<file path="config.mk">
export PLATFORM = sky130hd
export DESIGN_NAME = ftoi
export DESIGN_NICKNAME = d
export VERILOG_FILES = /design/src/rtl/fpu_pkg.sv /design/src/rtl/ftoi_round.sv /design/src/rtl/ftoi.sv
export SDC_FILE = /design/constraint.sdc
export NUM_CORES = 1
export LEC_CHECK = 0
export BUFFER_PORTS_ARGS = -buffer_cell sky130_fd_sc_hd__buf_2
export CAP_MARGIN = 30
export CORE_ASPECT_RATIO = 2
export CORE_MARGIN = 5
export CORE_UTILIZATION = 45
export DETAILED_ROUTE_END_ITERATION = 16
export HOLD_SLACK_MARGIN = 0.1
export MAX_ROUTING_LAYER = met4
export PLACE_DENSITY = 0.6
export SYNTH_ARGS = -nofsm -noshare
export SYNTH_HDL_FRONTEND = slang
export SYNTH_SLANG_ARGS = --single-unit
</file>
<file path="constraint.sdc">
create_clock -name clk -period 6.18 [get_ports clk]
set_clock_uncertainty 0.1 [all_clocks]
set_input_delay 0.309 -clock clk [delete_from_list [all_inputs] [get_ports clk]]
set_output_delay 0.309 -clock clk [all_outputs]
set_load 0.005 [all_outputs]
</file>
<file path="src/rtl/fpu_pkg.sv">
// rtl/fpu_pkg.sv - shared IEEE-754 single field constants and ftoi stage-1 record
package fpu_pkg;
  localparam int EXP_W = 8;
  localparam int MAN_W = 23;
  localparam int BIAS  = 127;

  localparam logic [31:0] INT_MAX = 32'h7FFF_FFFF;
  localparam logic [31:0] INT_MIN = 32'h8000_0000;

  typedef struct packed {
    logic             sign;
    logic [EXP_W-1:0] exp;
    logic [MAN_W:0]   man;
    logic             is_zero;
    logic             is_inf;
    logic             is_nan;
  } s1_t;

  function automatic s1_t unpack_f32(input logic [31:0] x);
    s1_t r;
    r.sign    = x[EXP_W+MAN_W];
    r.exp     = x[EXP_W+MAN_W-1:MAN_W];
    r.is_zero = (r.exp == '0);
    r.man     = {!r.is_zero, x[MAN_W-1:0]};
    r.is_inf  = (&r.exp) && (x[MAN_W-1:0] == '0);
    r.is_nan  = (&r.exp) && (x[MAN_W-1:0] != '0);
    return r;
  endfunction
endpackage

</file>
<file path="src/rtl/ftoi_round.sv">
// rtl/ftoi_round.sv - stage-2 shift, round-to-nearest, saturate and sign-apply
// FTOI_FLAGS_EN adds the ovf output.
module ftoi_round
  import fpu_pkg::*;
#(
  parameter int TIE_AWAY = 1
) (
  input  s1_t         op,
  output logic [31:0] res
`ifdef FTOI_FLAGS_EN
  ,
  output logic        ovf
`endif
);
  localparam logic [EXP_W-1:0] EXP_HALF = EXP_W'(BIAS - 1);
  localparam logic [EXP_W-1:0] EXP_OVF  = EXP_W'(BIAS + 31);
  localparam logic [MAN_W:0]   MIN_MAN  = {1'b1, {MAN_W{1'b0}}};

  logic [EXP_W-1:0] sh;
  logic [63:0]      fx;
  logic [31:0]      ip;
  logic             guard;
  logic             sticky;
  logic             inc;
  logic [32:0]      mag;
  logic             in_range;
  logic             sat;

  // fx holds the significand as 32.32 fixed point; shift is 1..32 inside in_range
  always_comb begin
    sh       = EXP_OVF - op.exp;
    fx       = {op.man, 40'd0} >> sh;
    ip       = fx[63:32];
    guard    = fx[31];
    sticky   = |fx[30:0];
    inc      = guard && (sticky || (TIE_AWAY != 0) || ip[0]);
    mag      = {1'b0, ip} + 33'(inc);
    in_range = !op.is_zero && (op.exp >= EXP_HALF) && (op.exp < EXP_OVF);
    sat      = op.is_nan || op.is_inf || (op.exp >= EXP_OVF)
               || (in_range && (mag > {1'b0, INT_MAX}));
    res      = '0;
    if (op.is_nan) begin
      res = INT_MAX;
    end else if (sat) begin
      res = op.sign ? INT_MIN : INT_MAX;
    end else if (in_range) begin
      res = op.sign ? -mag[31:0] : mag[31:0];
    end
  end

`ifdef FTOI_FLAGS_EN
  logic exact_min;

  // exactly -2^31 is representable, so it saturates without flagging
  always_comb begin
    exact_min = op.sign && (((op.exp == EXP_OVF) && (op.man == MIN_MAN))
                            || (in_range && (mag == {1'b0, INT_MIN})));
    ovf       = sat && !exact_min;
  end
`endif
endmodule

</file>
<file path="src/rtl/ftoi.sv">
// rtl/ftoi.sv - IEEE-754 single to int32 converter, 2-stage valid/ready pipeline
// FTOI_FLAGS_EN adds the ovf output carried alongside d.
module ftoi
  import fpu_pkg::*;
#(
  parameter int TIE_AWAY = 1
) (
  input  logic        clk,
  input  logic        rst,
  input  logic        s_valid,
  output logic        s_ready,
  input  logic [31:0] s,
  output logic        d_valid,
  input  logic        d_ready,
  output logic [31:0] d
`ifdef FTOI_FLAGS_EN
  ,
  output logic        ovf
`endif
);
  logic        v1_q, v1_d;
  logic        v2_q, v2_d;
  logic        s1_adv, s2_adv;
  s1_t         s1_q, s1_d;
  logic [31:0] d_q, d_d;
  logic [31:0] round_res;

`ifdef FTOI_FLAGS_EN
  logic ovf_q, ovf_d;
  logic round_ovf;
`endif

  ftoi_round #(
    .TIE_AWAY(TIE_AWAY)
  ) u_round (
    .op (s1_q),
    .res(round_res)
`ifdef FTOI_FLAGS_EN
    ,
    .ovf(round_ovf)
`endif
  );

  always_comb begin
    s2_adv = !v2_q || d_ready;
    s1_adv = !v1_q || s2_adv;
    v1_d   = s1_adv ? s_valid : v1_q;
    v2_d   = s2_adv ? v1_q : v2_q;
    s1_d   = (s1_adv && s_valid) ? unpack_f32(s) : s1_q;
    d_d    = (s2_adv && v1_q) ? round_res : d_q;
  end

`ifdef FTOI_FLAGS_EN
  always_comb begin
    ovf_d = (s2_adv && v1_q) ? round_ovf : ovf_q;
  end

  always_ff @(posedge clk or posedge rst) begin
    if (rst) ovf_q <= 1'b0;
    else     ovf_q <= ovf_d;
  end

  assign ovf = ovf_q;
`endif

  always_ff @(posedge clk or posedge rst) begin
    if (rst) begin
      v1_q <= 1'b0;
      v2_q <= 1'b0;
      d_q  <= '0;
    end else begin
      v1_q <= v1_d;
      v2_q <= v2_d;
      d_q  <= d_d;
    end
  end

  // stage-1 payload is qualified by v1_q, so it needs no reset
  always_ff @(posedge clk) begin
    s1_q <= s1_d;
  end

  assign s_ready = s1_adv;
  assign d_valid = v2_q;
  assign d       = d_q;
endmodule

</file>
# == Yosys cells after proc, flatten, opt, wreduce, memory -nomap -nowiden ==
# Index checks and enable logic that the tools add are counted.
# word_totals
input_bits,36
ramBits,0
reg_bits,70
latch_bits,0
elab_cells,42
output_inout_bits,34
rom_bits,0
mem_count,0
# classes
eq_ne,0
n_div,0
muxes,5
reduce_logical,20
n_shift,1
n_bitwise,0
n_addsub,3
mul,0
n_lt_le_gt_ge,4
# ops
operator,n
$mux 32,5
$shr 64x8->64,1
$add 32x1->33,1
$gt 33x31->1 const B,1
$neg 32->32,1
$logic_not 23->1,1
$reduce_bool 23->1,1
$ge 8x7->1 const B,1
$ge 8x8->1 const B,1
$logic_not 8->1,1
$lt 8x8->1 const B,1
$reduce_and 8->1,1
$sub 8x8->8 const A,1
$logic_and 1x1->1,7
$logic_or 1x1->1,5
$logic_not 1->1,4

# == Depth between registers and ports, before layout ==
# Gate-level depths: netlist (run 1).
# depth
word_depth,8
depth_mapped,26
depth_no_buf,17

# == Hierarchy ==
# From an unflattened synthesis (run 1), not the netlist that was laid out.
# unflattened
hier_cells,774
area_unflattened_um2,7116.8
# modules_own_cells
module,cells_per_inst,seq_area_each_um2,area_each_um2,instances
ftoi_round,645,0.0,4495.6,1
ftoi,129,1931.9,2621.3,1

# == Worst setup path before layout (run 1) ==
# OpenSTA, ideal clock, no wires.
# synth_path
path_type,register -> register
from,register s1_q[27] in the netlist's numbering
to,register d_q[21] (netlist: d[21])
path_slack_ns,0.852
setup_time_ns,0.126
n_path_buf,8
period_less_slack_ns,5.328
path_stages_with_launch,25
required_time_ns,5.954
arrival_ns,5.102
path_cell_list,edfxtp_1 > buf_6 > buf_12 > buf_6 > buf_8 > inv_1 > ha_1 > buf_4 > buf_2 > buf_2 > mux4_2 > a211oi_1 > a21oi_1 > a21oi_1 > ha_1 > ha_1 > a21boi_1 > nand4_2 > buf_2 > nor3_1 > xor2_1 > o2111ai_4 > nor3_4 > mux2i_1 > o32a_1
# synth_via
elab_chain_len,8
word_cells_on_any_way,17
cone_classes,3 x add/sub; 4 x order compare; 1 x shift; 4 x mux; 5 x reduce/logical
# synth_rtl
item,line,source
from (decl),ftoi.sv:24,"s1_t s1_q, s1_d;"
from (signal assigned),ftoi.sv:80,s1_q <= s1_d;
$sub 8x8->8,ftoi_round.sv:31,sh = EXP_OVF - op.exp;
$shr 64x8->64,ftoi_round.sv:32,"fx = {op.man, 40'd0} >> sh;"
$add 32x1->33,ftoi_round.sv:37,"mag = {1'b0, ip} + 33'(inc);"
$neg 32->32 / $gt 33x31->1 (equally long branches),"ftoi_round.sv:47, ftoi_round.sv:40",
$mux 32 / $logic_and 1x1->1 (equally long branches),"ftoi_round.sv:47, ftoi_round.sv:40",
$mux 32 / $logic_or 1x1->1 (equally long branches),"ftoi_round.sv:46, ftoi_round.sv:40",
$mux 32 *,ftoi_round.sv:44,end else if (sat) begin
$mux 32 *,ftoi_round.sv:42,if (op.is_nan) begin
to (signal assigned),ftoi.sv:70,d_q <= '0;
to (signal assigned),ftoi.sv:74,d_q <= d_d;
to (decl),ftoi.sv:25,"logic [31:0] d_q, d_d;"
# Mark *: on every way between the ends. The rest lies on a longest branch, timed or not.
# A chain may end at the register's enable or synchronous reset.

# == Final worst setup path (run 1) ==
# layout_path
from,register s1_q[28] in the netlist's numbering
to,register d_q[30] (netlist: d[30])
# The elaborated chain is that of the path after synthesis.

==> results of run 1 <==
cell type report:
class / count / area, um^2 / share of cell area
multi-input combinational: 626 / 4760 / 0.579
tap: 201 / 251 / 0.0306
inverter: 14 / 52.6 / 0.00639
timing repair buffer: 128 / 886 / 0.108
clock buffer: 11 / 264 / 0.0321
sequential: 70 / 1930 / 0.235
clock inverter: 5 / 78.8 / 0.00958
worst max-delay path by stage:
stage	start	end	cells past startpoint
3_5_place_dp	s1_q[28]$_DFFE_PP_	d[30]$_DFFE_PP0P_	19
4_1_cts	s1_q[28]$_DFFE_PP_	d[30]$_DFFE_PP0P_	19
3_3_place_gp	s1_q[27]$_DFFE_PP_	d[30]$_DFFE_PP0P_	17
5_1_grt	s1_q[28]$_DFFE_PP_	d[30]$_DFFE_PP0P_	18
2_1_floorplan	s1_q[27]$_DFFE_PP_	d[21]$_DFFE_PP0P_	24
6_report	s1_q[28]$_DFFE_PP_	d[30]$_DFFE_PP0P_	19
registers in the layout, indices dropped and copies added, names as in the netlist:
name     flops
d           32
v1_q         1
d_valid      1
s1_q        36
stage by stage:
step / hold slack, ps / total power (uW) / util
after global routing: 192 / 1920 / 0.527
after CTS: 163 / 1830 / 0.527
after global placement: 331 / 1220 / 0.483
final: 173 / 1820 / 0.527
after detailed placement: 334 / 1220 / 0.483
after floorplan: 308 / 1030 / -
where the power goes:
group          leakage (uW)  switching, uW  internal, uW  total, uW
sequential         0.000713           45.4           551        597
clock              0.000171            200           388        587
combinational       0.00221            368           271        639
worst min-delay path, delay by kind of cell:
family        cells  cell delay [ps]
simple gates      2              180
buf+inv           1               80
layer usage:
| layer | vias to the layer above | routed length, um |
|---|---|---|
| li1 | 3121 | - |
| met1 | 3235 | 8890 |
| met2 | 218 | 11100 |
| met3 | 55 | 1070 |
| met4 | 0 | 820 |
| met5 | - | 0 |
timing repair:
action / 4_1_cts / 5_1_grt
hold endpoints to repair: 67 / 0
setup endpoints to repair: 0 / 0
buffers inserted: 0 / 0
hold buffers: 34 / 0
cell families after synthesis:
kind of cell | after synthesis
adder cells (fa/ha/maj) | 6
AO/OA/AOI/OAI | 185
buffers and inverters | 64
flip-flops | 70
AND/OR/NAND/NOR | 315
multiplexers | 81
XOR/XNOR | 39
placed cells by master (no fill, tap or decap), types with 8 or more instances in the layout:
cell	n
o21ai_1	8
dlygate4sd3_1	34
nor4_1	20
clkbuf_16	10
mux4_2	19
edfxtp_1	36
and3_1	9
buf_2	69
o21ai_0	35
nand3_1	20
xor2_1	11
a21oi_1	37
a31oi_1	13
or3_1	8
and2_1	9
nor3_1	37
mux2_2	20
nor2_1	77
dfrtp_1	34
inv_1	13
mux2i_1	39
nand2_1	46
buf_4	24
a211oi_1	8
xnor2_1	21
nand4_1	19
nand2b_1	9
==> summary.md, run 1 <==
| Metric | Value |
|---|---|
| CP cell instances | `ha_1, xnor2_2, buf_4, mux4_2, nor2_1, a211oi_1, a21oi_1, a21oi_1, ha_1, ha_1, a21boi_1, nand4_2, buf_4, and4bb_2, nor3_1, o211ai_4, nor4_4, a31oi_1, a311oi_1` |
| Drt initial violations | `507` |
| Pre-CTS setup slack | `690 ps` |
| Met1 global-route usage | `0.297` |
| CTS Buf Count | `9` |
| Final hold viol count | `0` |
| Antenna diodes | `0` |
| Vias per inst | `6.28` |
| IO Port Bufs | `69` |
| Largest net degree at the start of global routing | `53` |
| Simple-gate area share of the yosys netlist | `0.257` |
| Slowest stage delay, CP | `around 580 ps` |
| Via Count | `about 6600` |
| Die Y | `187 um` |
| Layer with the highest usage | `met2` |
| Hold_sp | `d_ready` |
| Layout cells sized above 1 | `0.234` |
| WL final | `21900 um` |
| Reg2reg end | `d[30]$_DFFE_PP0P_` |
| Total iterations of the first detailed-routing run | `6` |
| R2R Setup Slk | `around 670 ps` |
| Fin crit share | `0.892` |
| Post-route ant nets | `0` |
| Gpl congestion | `0.998` |
| Worst Setup Start Kind | `register` |
| RSZ-0062 raised after global routing | `false` |
| Nets | `slightly below 900` |
| Critical Path End Type | `register` |
| Initial antenna violation count | `0` |
| Global-route wire length before repair | `35000 um` |
| WHS Path Cells | `3` |
| Area Overhead vs Synth | `16.3%` |
| Buffers & Inverters on Critical Path | `2` |
| Max IR drop VDD | `approximately 0.20 mV` |
| Seq/Total Area, Yosys | `0.273` |
| Synth top area cells | `edfxtp_1, dfrtp_1, mux4_2, mux2i_1, nor2_1` |
| CTS root buf | `clkbuf_16` |
| Final slew viol count | `0` |
| Worst EP required | `6320 ps` |
| Synth unique cells | `106` |
| Final setup margin | `670 ps` |
| Top-area cell type share of the netlist area | `0.153` |
| Core area | `around 16000 um^2` |
| Initial Utilization | `0.453` |
| Hpwl dp | `16600 um` |
| Ports | `70` |
| Layout filler cell count | `1515` |
| GR Util met2 | `0.407` |
| PwrDens | `221 nW/um^2` |
| Die Footprint | `18500 um^2` |
| Post-Syn Area | `7070 um^2` |
| Synth Area in XOR/XNOR | `0.0563` |
| Post-synth top cells | `nor2_1, nand2_1, mux2i_1` |
| Worst Reg-to-Reg Cells | `19` |
| Count leader, synth | `nor2_1` |
| Sink Count | `70` |
| Worst Tran Pin Value | `approximately 900 ps` |
| Final setup TNS | `0 ps` |
| Cell row count | `65` |
| Synth Area in Adders | `0.0106` |
| Area after DPL | `7550 um^2` |
| Skew-Pair Late Insertion Delay | `340 ps` |
| CP max-delay cell | `mux4_2` |
| Mapped Nets | `802` |
| CTS tree | `built` |
| CTS resizes | `0` |
| Hold Path Sink | `d_valid$_DFFE_PP0P_` |
| Die W | `98.7 um` |
| Met3 Use GR | `0.0362` |
| Max Root-Sink Buffers | `2` |
| EDFF count, synth | `36` |
| Static leakage | `0.00310 uW` |
| Setup Crit Path Kind | `reg2reg` |
| Endpoints failing setup | `0` |
| Family with the most delay on the worst path | `simple AND/OR/NAND/NOR gates` |
| Total GRT Usage | `0.245` |
| Clock-pin slew on the worst setup and hold paths | `around 60 ps` |
| Asr flop ratio synth | `0.486` |
| Synthesis Warnings | `0` |
| Gr ovfl total | `0` |
| Number of global-route vias before repair | `6495` |
| Status | `finished clean` |
| Final Non-Filler Cells | `~1100` |
| Seq cells post-synth | `70` |
| Residual DRC | `0` |
| Largest family of logic cells by synthesized area | `simple AND/OR/NAND/NOR gates` |
| Gate Count Post-Synth | `760` |
| WL/cell | `around 21 um` |
| Yosys top cell by area | `edfxtp_1` |
| Period minus WS final | `approximately 5500 ps` |
| Worst Path Max Fanout | `15` |
| Fmax | `181 MHz` |
| Most frequent CP cell | `ha_1` |
| Total placed cells including tap cells | `~1000` |
| Max-cap violation count | `0` |
| Reg-to-reg startpoint | `s1_q[28]$_DFFE_PP_` |
| Mean post-synth cell area | `9.31 um^2` |
| Post-Layout Inst Area | `approximately 8200 um^2` |
| Worst slew margin | `0.394` |
| HP Class | `in2reg` |
| Compound-Gate Fraction of Synth Area | `0.194` |
| Worst path arrival time | `roughly 5700 ps` |
| Most used DFF post-synth | `edfxtp_1` |
| Mux contribution to synthesized area | `0.155` |
| CTS H-tree lvls | `3` |
(Power assumes the default switching activity.)
==> run 2: changes to the inputs <==
--- a/config.mk
+++ b/config.mk
@@ -5,6 +5,7 @@
 export SDC_FILE = /design/constraint.sdc
 export NUM_CORES = 1
 export LEC_CHECK = 0
+export ABC_AREA = 1
 export BUFFER_PORTS_ARGS = -buffer_cell sky130_fd_sc_hd__buf_2
 export CAP_MARGIN = 30
 export CORE_ASPECT_RATIO = 2
==> run 2 against run 1 <==
Combinational power is 45% higher. Critical path depth up 7. Global-route usage up 5.7 points. Highest routed layer unchanged.
==> summary.md, run 2 <==
| Metric | Value |
|---|---|
| Synthesis Warnings | `0 (unchanged)` |
| Worst Tran Pin Value | `937 ps (was 900 ps)` |
| Largest net degree at the start of global routing | `37 (was 53)` |
| Gr ovfl total | `0 (unchanged)` |
| Synth unique cells | `42 (was 106)` |
| Total iterations of the first detailed-routing run | `6 (unchanged)` |
| Sink Count | `70 (unchanged)` |
| Static leakage | `0.00383 uW (was 0.00310 uW)` |
| Hpwl dp | `22200 um (was 16600 um)` |
| Ports | `70 (unchanged)` |
| CTS Buf Count | `9 (unchanged)` |
| WHS | `133 ps (was 173 ps)` |
| Final setup TNS | `0 ps (unchanged)` |
| Total GRT Usage | `0.301 (was 0.245)` |
| CTS resizes | `0 (unchanged)` |
| Fin crit share | `0.921 (was 0.892)` |
| Top-area cell type share of the netlist area | `0.194 (was 0.153)` |
| Mean post-synth cell area | `6.15 um^2 (was 9.31 um^2)` |
| Vias per inst | `5.65 (was 6.28)` |
| Global-route wire length before repair | `42100 um (was 35000 um)` |
| Pre-CTS setup slack | `687 ps (was 690 ps)` |
| CP Capture Point | `d[29]$_DFFE_PP0P_ (was d[30]$_DFFE_PP0P_)` |
| Max-cap violation count | `0 (unchanged)` |
| CTS H-tree lvls | `3 (unchanged)` |
| WL final | `27200 um (was 21900 um)` |
| Final setup margin | `487 ps (was 670 ps)` |
| Nets | `1280 (was 891)` |
| RSZ-0062 raised after global routing | `false (unchanged)` |
| Post-route ant nets | `0 (unchanged)` |
| Die Footprint | `18600 um^2 (was 18500 um^2)` |
| Status | `finished clean (unchanged)` |
| Worst Reg-to-Reg Cells | `26 (was 19)` |
| Mapped Nets | `1199 (was 802)` |
| Yosys top cell by area | `nand3_1 (was edfxtp_1)` |
| Period minus WS final | `5690 ps (was 5510 ps)` |
| Endpoints failing setup | `0 (unchanged)` |
| Gpl congestion | `1.04 (was 0.998)` |
| Area Overhead vs Synth | `15.1% (was 16.3%)` |
| Worst slew margin | `0.375 (was 0.394)` |
| Max reg flops | `36 (unchanged)` |
| HP Class | `in2reg (unchanged)` |
| Worst EP required | `6350 ps (was 6320 ps)` |
| Final slew viol count | `0 (unchanged)` |
| EDFF count, synth | `36 (unchanged)` |
| Number of global-route vias before repair | `8119 (was 6495)` |
| Worst Setup Start Kind | `register (unchanged)` |
| Max Root-Sink Buffers | `2 (unchanged)` |
| Die W | `98.9 um (was 98.7 um)` |
| Largest Register | `s1_q (unchanged)` |
| Post-Syn Area | `7110 um^2 (was 7070 um^2)` |
| Most common cell after layout, fill and taps aside | `nand2_1 (was nor2_1)` |
| Initial antenna violation count | `0 (unchanged)` |
| Power Total | `2030 uW (was 1820 uW)` |
| Drt initial violations | `314 (was 507)` |
| Post-synth top cells | `nand2_1, nand3_1, nor2_1 (was nor2_1, nand2_1, mux2i_1)` |
| R2R Setup Slk | `490 ps (was 670 ps)` |
| Skew-Pair Late Insertion Delay | `360 ps (was 340 ps)` |
| Synth top area cells | `nand3_1, nand2_1, edfxtp_1, dfrtp_1, nor2_1 (was edfxtp_1, dfrtp_1, mux4_2, mux2i_1, nor2_1)` |
| Reg2reg end | `d[29]$_DFFE_PP0P_ (was d[30]$_DFFE_PP0P_)` |
| WL/cell | `18.8 um (was 20.7 um)` |
| Clock-pin slew on the worst setup and hold paths | `50 ps (was 60 ps)` |
| Count leader, synth | `nand2_1 (was nor2_1)` |
| Worst setup path startpoint | `s1_q[28]$_DFFE_PP_ (unchanged)` |
| Most used DFF post-synth | `edfxtp_1 (unchanged)` |
| Asr flop ratio synth | `0.486 (unchanged)` |
| Worst Path Max Fanout | `17 (was 15)` |
| CTS tree | `built (unchanged)` |
| Setup Crit Path Kind | `reg2reg (unchanged)` |
| Initial Utilization | `0.453 (about the same)` |
| Residual DRC | `0 (unchanged)` |
| Fmax | `176 MHz (was 181 MHz)` |
| Cell row count | `65 (unchanged)` |
| Worst path arrival time | `5860 ps (was 5650 ps)` |
| Reg-to-reg startpoint | `s1_q[28]$_DFFE_PP_ (unchanged)` |
| Antenna diodes | `0 (unchanged)` |
| Die Y | `188 um (was 187 um)` |
| Core area | `15700 um^2 (was 15600 um^2)` |
| Seq/Total Area, Yosys | `0.272 (was 0.273)` |
| Critical Path End Type | `register (unchanged)` |
| Layout filler cell count | `1664 (was 1515)` |
| Via Count | `8152 (was 6629)` |
| PwrDens | `248 nW/um^2 (was 221 nW/um^2)` |
| CTS root buf | `clkbuf_16 (unchanged)` |
| IO Port Bufs | `69 (unchanged)` |
| Gate Count Post-Synth | `1157 (was 760)` |
| Final hold viol count | `0 (unchanged)` |
| Layout cells sized above 1 | `0.144 (was 0.234)` |
| Seq cells post-synth | `70 (unchanged)` |
| Max IR drop VDD | `0.157 mV (was 0.196 mV)` |
| Most frequent cells in the layout | `nand2_1, nand3_1, nor2_1 (was nor2_1, buf_2, nand2_1)` |
[run 2: cell types whose count changed after synthesis, sizes merged, moves of 20 or more]
cell	change
mux4	-20
mux2	-21
nor3	-35
xnor2	-22
nand2	+316
nor2	+73
mux2i	-40
inv	+79
nand3	+261
o21ai	-21
[run 2: final cells by class]
| cell class | instances | area [um^2] | area share |
|---|---|---|---|
| well taps | 201 | 251 | 0.0307 |
| multi-input cells | 944 | 4570 | 0.559 |
| flip-flops and latches | 70 | 1930 | 0.236 |
| repair buffers | 118 | 798 | 0.0976 |
| clock buffers | 15 | 268 | 0.0327 |
| inverters | 95 | 357 | 0.0436 |
| clock inverters | 1 | 5.00 | 0.000612 |
[run 2: how the worst min path moves through the flow]
stage / startpoint / to / slack, ps / cells past startpoint
final: d_ready / d_valid$_DFFE_PP0P_ / 130 / 4
after global routing: d_ready / d_valid$_DFFE_PP0P_ / 150 / 4
after CTS: d_ready / d_valid$_DFFE_PP0P_ / 130 / 4
after detailed placement: rst / d[20]$_DFFE_PP0P_ / 330 / 3
after global placement: rst / d[28]$_DFFE_PP0P_ / 320 / 3
after floorplan: s[7] / s1_q[10]$_DFFE_PP_ / 310 / 0
[run 2: repair_timing]
action                                  4_1_cts  5_1_grt
endpoints found under the setup margin        0        0
hold endpoints to repair                     67        0
setup buffers                                 0        0
hold buffers                                 34        0
[run 2: stage by stage]
stage	util	area [um^2]	instances
detailed placement	0.482	7570	1394
finish	0.521	8180	1444
floorplan	-	7110	1157
global route	0.521	8180	1444
global placement	0.482	7570	1394
CTS	0.521	8180	1444
[run 2: worst max-delay path: stages, from the launching register on]
cell,delay [ps]
edfxtp_1,440
ha_1,280
nand3_1,110
nand2_1,80
o21a_1,470
inv_2,290
nor2_2,440
inv_1,160
a21oi_1,440
o311a_1,260
ha_1,160
buf_4,180
ha_1,330
nand2_4,110
nand2_1,120
nand2_1,90
nor2_1,130
nand3_1,170
nor2_4,250
nand3_1,180
nor2_1,190
nand3_1,210
nand2_1,110
nand2_1,50
nand2_1,60
nand2_1,50
a21oi_1,140
[run 2: cell families (layout without fill, tap and decap cells)]
logic type | Yosys count | count (layout) | synth area share
and+or+nand+nor | 850 | 850 | 0.556
buffers and inverters | 143 | 229 | 0.0864
DFF | 70 | 70 | 0.272
adders and majority gates | 6 | 6 | 0.0106
xor gates and xnor gates | 15 | 15 | 0.0195
AOI/OAI and AO/OA | 73 | 73 | 0.0558
[run 2: where the power goes]
group          switching (uW)  internal (uW)
clock                     199            293
sequential               39.5            572
combinational             626            302
total                     864           1170
[run 2: layer usage]
metal,GRT usage,share of wire,up-vias
li1,-,-,4020
met1,0.244,0.31,3725
met2,0.554,0.54,273
met3,0.0465,0.042,134
met4,0.280,0.11,0
met5,-,0,-
